### src/rtl/sub_borrow_ds_pkg.sv
// Shared types and elaboration helpers for the digit-serial subtractor.
package sub_pkg;

    typedef enum logic [1:0] {
        IDLE = 2'd0,
        RUN  = 2'd1,
        DONE = 2'd2
    } state_t;

    function automatic int unsigned ndig(input int unsigned width, input int unsigned digit);
        return width / digit;
    endfunction

    // A single-digit configuration still needs a 1-bit counter.
    function automatic int unsigned cnt_w(input int unsigned n);
        return (n <= 1) ? 1 : $clog2(n);
    endfunction

endpackage

### src/rtl/sub_borrow_ds_digit.sv
// Combinational DIGIT-bit subtractor: d = a_d - b_d - bin_d with borrow-out.
module sub_digit #(
    parameter int unsigned DIGIT = 8
) (
    input  logic [DIGIT-1:0] a_d,
    input  logic [DIGIT-1:0] b_d,
    input  logic             bin_d,
    output logic [DIGIT-1:0] d,
    output logic             bout_d
);

    logic [DIGIT:0] sum;

    // Subtraction as a + ~b + ~borrow; the carry-out is the inverted borrow.
    always_comb begin
        sum    = {1'b0, a_d} + {1'b0, ~b_d} + {{DIGIT{1'b0}}, ~bin_d};
        d      = sum[DIGIT-1:0];
        bout_d = ~sum[DIGIT];
    end

endmodule

### src/rtl/sub_borrow_ds.sv
// Digit-serial a - b - bin with valid/ready handshakes on both sides.
module sub_borrow_ds
    import sub_pkg::*;
#(
    parameter int unsigned WIDTH = 32,
    parameter int unsigned DIGIT = 8
) (
    input  logic             clk,
    input  logic             rst_n,
    input  logic             in_valid,
    output logic             in_ready,
    input  logic [WIDTH-1:0] a,
    input  logic [WIDTH-1:0] b,
    input  logic             bin,
    output logic             out_valid,
    input  logic             out_ready,
    output logic [WIDTH-1:0] diff,
    output logic             bout,
    output logic             ovf
);

    localparam int unsigned NDIG = ndig(WIDTH, DIGIT);
    localparam int unsigned CW   = cnt_w(NDIG);
    localparam logic [CW-1:0] LAST = CW'(NDIG - 1);

    state_t           state_q, state_d;
    logic [WIDTH-1:0] a_q, a_d;
    logic [WIDTH-1:0] b_q, b_d;
    logic [WIDTH-1:0] diff_q, diff_d;
    logic             borrow_q, borrow_d;
    logic             bout_q, bout_d;
    logic             ovf_q, ovf_d;
    logic [CW-1:0]    cnt_q, cnt_d;

    logic [DIGIT-1:0] a_dig, b_dig, d_dig;
    logic             bout_dig;

    always_comb begin
        a_dig = '0;
        b_dig = '0;
        for (int unsigned k = 0; k < NDIG; k++) begin
            if (cnt_q == CW'(k)) begin
                a_dig = a_q[k*DIGIT +: DIGIT];
                b_dig = b_q[k*DIGIT +: DIGIT];
            end
        end
    end

    sub_digit #(.DIGIT(DIGIT)) u_digit (
        .a_d    (a_dig),
        .b_d    (b_dig),
        .bin_d  (borrow_q),
        .d      (d_dig),
        .bout_d (bout_dig)
    );

    always_comb begin
        state_d  = state_q;
        a_d      = a_q;
        b_d      = b_q;
        diff_d   = diff_q;
        borrow_d = borrow_q;
        bout_d   = bout_q;
        ovf_d    = ovf_q;
        cnt_d    = cnt_q;
        case (state_q)
            IDLE: begin
                if (in_valid) begin
                    a_d      = a;
                    b_d      = b;
                    borrow_d = bin;
                    cnt_d    = '0;
                    state_d  = RUN;
                end
            end
            RUN: begin
                for (int unsigned k = 0; k < NDIG; k++) begin
                    if (cnt_q == CW'(k)) begin
                        diff_d[k*DIGIT +: DIGIT] = d_dig;
                    end
                end
                borrow_d = bout_dig;
                cnt_d    = cnt_q + 1'b1;
                // Flags are taken from the final digit as it is written.
                if (cnt_q == LAST) begin
                    bout_d  = bout_dig;
                    ovf_d   = (a_q[WIDTH-1] != b_q[WIDTH-1]) &&
                              (d_dig[DIGIT-1] != a_q[WIDTH-1]);
                    state_d = DONE;
                end
            end
            DONE: begin
                if (out_ready) begin
                    state_d = IDLE;
                end
            end
            default: state_d = IDLE;
        endcase
    end

    always_ff @(posedge clk) begin
        if (!rst_n) begin
            state_q  <= IDLE;
            a_q      <= '0;
            b_q      <= '0;
            diff_q   <= '0;
            borrow_q <= 1'b0;
            bout_q   <= 1'b0;
            ovf_q    <= 1'b0;
            cnt_q    <= '0;
        end else begin
            state_q  <= state_d;
            a_q      <= a_d;
            b_q      <= b_d;
            diff_q   <= diff_d;
            borrow_q <= borrow_d;
            bout_q   <= bout_d;
            ovf_q    <= ovf_d;
            cnt_q    <= cnt_d;
        end
    end

    assign in_ready  = (state_q == IDLE);
    assign out_valid = (state_q == DONE);
    assign diff      = diff_q;
    assign bout      = bout_q;
    assign ovf       = ovf_q;

endmodule

### config.mk
export PLATFORM = sky130hd
export DESIGN_NAME = sub_borrow_ds
export DESIGN_NICKNAME = d
export VERILOG_FILES = /design/src/rtl/sub_borrow_ds_pkg.sv /design/src/rtl/sub_borrow_ds_digit.sv /design/src/rtl/sub_borrow_ds.sv
export SDC_FILE = /design/constraint.sdc
export NUM_CORES = 1
export LEC_CHECK = 0
export ABC_CLOCK_PERIOD_IN_PS = 6900
export CAP_MARGIN = 20
export CORE_ASPECT_RATIO = 0.7
export CORE_MARGIN = 2
export CORE_UTILIZATION = 55
export CTS_CLUSTER_DIAMETER = 120
export CTS_CLUSTER_SIZE = 12
export DETAILED_ROUTE_END_ITERATION = 16
export PLACE_DENSITY_LB_ADDON = 0.15
export SYNTH_ARGS = -nofsm -noshare
export SYNTH_HDL_FRONTEND = slang
export SYNTH_SLANG_ARGS = --single-unit
### constraint.sdc
create_clock -name clk -period 6.9 [get_ports clk]
set_input_delay 2.07 -clock clk [delete_from_list [all_inputs] [get_ports clk]]
set_output_delay 2.07 -clock clk [all_outputs]
set_load 0.02 [all_outputs]
==> metrics.txt <==
Final Setup Violations 0; postcts setup bufs 0; proportion of layout cells with a drive suffix above 1 0.0403; largest net degree at the start of global routing 68; die width 115 um; Final min period slightly below 4 ns; DP HPWL 8.39 mm; Ys Warns 0; top sig layer met4; root buffer cell clkbuf_16; total die area roughly 9400 um2; Area growth syn-to-layout 29.3%; DR DRC count 0; Port Buffer Count 104; met2 WL 5.54 mm; register area a little over 2000 um2; Startpoint Class flip-flop; remaining global-route overflow 0; Req. time, crit path 7.16 ns; Iteration-0 DRC Markers approximately 260; I/O pin count 105; Post-synth top flop dfxtp_1; MaxCap Viol Count 0; initial antenna violation count 0; vias 4,382; DIE HEIGHT 81.9 um; H-tree levels 3; Routed WL 12.0 mm; Yosys reg bits between 100 and 150; GR Util All Layers 0.262; routed wl met3 814 um; antenna cells 0; vias in the first global route 4,080; first-pass GRT wire length 19.2 mm; Seq/Total Area, Yosys 0.432; TritonCTS Buffers 9; post-cts resize count 0; Routed Antenna Nets 0; Synth Cell Area 4770 um2; worst-path fanout max 18; Critical Path AT 4.13 ns; sum of negative setup slack 0 ns; Post-synth EDFFs 0; Syn Inst Count roughly 610; power per cell area about 240 nW/um2; CTS tree yes; outcome complete, no violations; # hold bufs at CTS 0; Critical Path End Type flip-flop; VDD IR max about 0.00016 V; fmax 258 MHz; Final Wtd Congestion 0.840; Rel. slew slack 0.473; via/cell ratio 5.38; Avg Cell Area, Syn 7.77 um2; drt wl/cell 14.7 um; final instance area 6170 um2; Skew-Pair Late Insertion Delay 0.34 ns; Yosys cell types 35; worst slew pin tran 0.790 ns; Sink Count 103; syn_nets 696; DP Area between 5000 and 6000 um2; Initial Util 0.565; Post-synth ARST share 0; CORE AREA about 8400 um2; Hold Path Class reg2reg; Reg clk slew, reported paths 0.07 ns; Setup Crit Path Kind reg2reg; Std-Cell Rows 28; final hold vios 0; fillcell total 656; Nets between 700 and 800; Clock Path Buffers 2; Multi-input gate area 2510 um2; RSZ-0062 raised after global routing no; M1 WL ~5.4 mm; Final Max Tran Viols 0; drt pass-1 iters 5; Tcrit/Tclk final 0.561; Lkg Pwr roughly 2.3 nW; clock skew 0.00777 ns
[state kept, by name (all words and copies together), names as in the netlist]
register / count
a_q: 32
b_q: 32
borrow_q: 1
bout: 1
cnt_q: 2
diff: 32
ovf: 1
state_q: 2
[metal layers]
| metal | global-route usage | vias up |
|---|---|---|
| met5 | 0 | - |
| met4 | 0.0988 | 0 |
| met3 | 0.0598 | 14 |
| met2 | 0.425 | 152 |
| met1 | 0.343 | 2042 |
| li1 | - | 2174 |
[layout by cell type (no fill, tap or decap), drive strengths merged, types with 5 or more instances in the layout]
master / instances
clkbuf: 10
a21boi: 87
o21ai: 23
clkdlybuf4s50: 103
o311ai: 5
and2: 10
mux2i: 7
nand3: 5
buf: 7
a21oi: 29
nand2: 215
inv: 6
dfxtp: 103
ha: 11
nor2: 27
nand4: 5
[stage by stage]
stage,worst slack (ns),utilization,hold slack [ns],total power [mW],cells
2_1_floorplan,3.82,-,0.435,0.830,614
3_3_place_gp,2.80,0.688,0.446,0.934,796
3_5_place_dp,2.76,0.690,0.452,0.945,797
4_1_cts,3.07,0.729,0.461,1.48,813
5_1_grt,2.69,0.731,0.486,1.54,814
6_report,3.03,0.731,0.458,1.48,814
[cell usage after synthesis, types with 3 or more instances]
| cell | instances | area, um2 |
|---|---|---|
| nand2_1 | 215 | 807 |
| dfxtp_1 | 103 | 2060 |
| a21boi_0 | 84 | 631 |
| clkbuf_1 | 37 | 139 |
| a21oi_1 | 29 | 145 |
| nor2_1 | 27 | 101 |
| o21ai_0 | 22 | 110 |
| ha_1 | 11 | 138 |
| and2_1 | 10 | 62.6 |
| buf_2 | 8 | 40.0 |
| mux2i_1 | 7 | 70.1 |
| inv_1 | 6 | 22.5 |
| nand3_1 | 5 | 25.0 |
| nand4_1 | 5 | 31.3 |
| a21o_1 | 4 | 30.0 |
| nor2b_1 | 4 | 25.0 |
| o211a_1 | 4 | 40.0 |
| o311ai_0 | 4 | 35.0 |
| a21boi_1 | 3 | 22.5 |
| nand2b_1 | 3 | 18.8 |
| nand3b_1 | 3 | 22.5 |
| o211ai_1 | 3 | 22.5 |
[critical path, stage by stage (launching register included)]
cell and delay (ns):
dfxtp_1 0.35, inv_1 0.10, ha_1 0.64, nand2_1 0.11, nor2_1 0.14, a21oi_1 0.06, nor2_1 0.10, a21oi_1 0.05
o21ai_0 0.36, fa_1 0.31, inv_1 0.07, fa_1 0.40, nor2b_1 0.12, o21ai_0 0.08, nand2b_1 0.12, xor2_1 0.49
nand2_1 0.12, a21boi_0 0.19
[cell type report]
type                    instances  share of cell area
clock buffers                  10              0.0387
clock inverters                 6              0.0136
inverters                       6             0.00365
multi-input cells             459               0.406
flip-flops and latches        103               0.334
well taps                     120              0.0243
repair buffers                110               0.179
[logic make-up (layout without fill, tap and decap cells)]
kind of cell	Yosys count	after routing	share of synthesized area
and+or+nand+nor	273	273	0.231
xor gates and xnor gates	4	4	0.00734
buffers and inverters	52	132	0.0433
adders and majority gates	13	13	0.0372
muxes	7	7	0.0147
DFF	103	103	0.432
AOI/OAI and AO/OA	162	162	0.234
[path summary, 6_finish.rpt]
kind,startpoint,end,slack (ns),cells past startpoint
setup / recovery,cnt_q[0]$_SDFFE_PN0P_,diff[12]$_SDFFE_PN0P_,3.03,17
hold / removal,a_q[6]$_SDFFE_PN0P_,a_q[6]$_SDFFE_PN0P_,0.46,2
setup reg to reg,cnt_q[0]$_SDFFE_PN0P_,diff[12]$_SDFFE_PN0P_,3.03,17
hold reg to reg,a_q[6]$_SDFFE_PN0P_,a_q[6]$_SDFFE_PN0P_,0.46,2
[power by group]
part | switching, mW | internal, mW | total [mW] | leakage [nW]
Sequential | 0.0177 | 0.628 | 0.645 | 0.842
Clock | 0.216 | 0.326 | 0.543 | 0.162
Combinational | 0.167 | 0.123 | 0.290 | 1.31
Total | 0.401 | 1.08 | 1.48 | 2.31
Power figures use the tool's default switching activity.
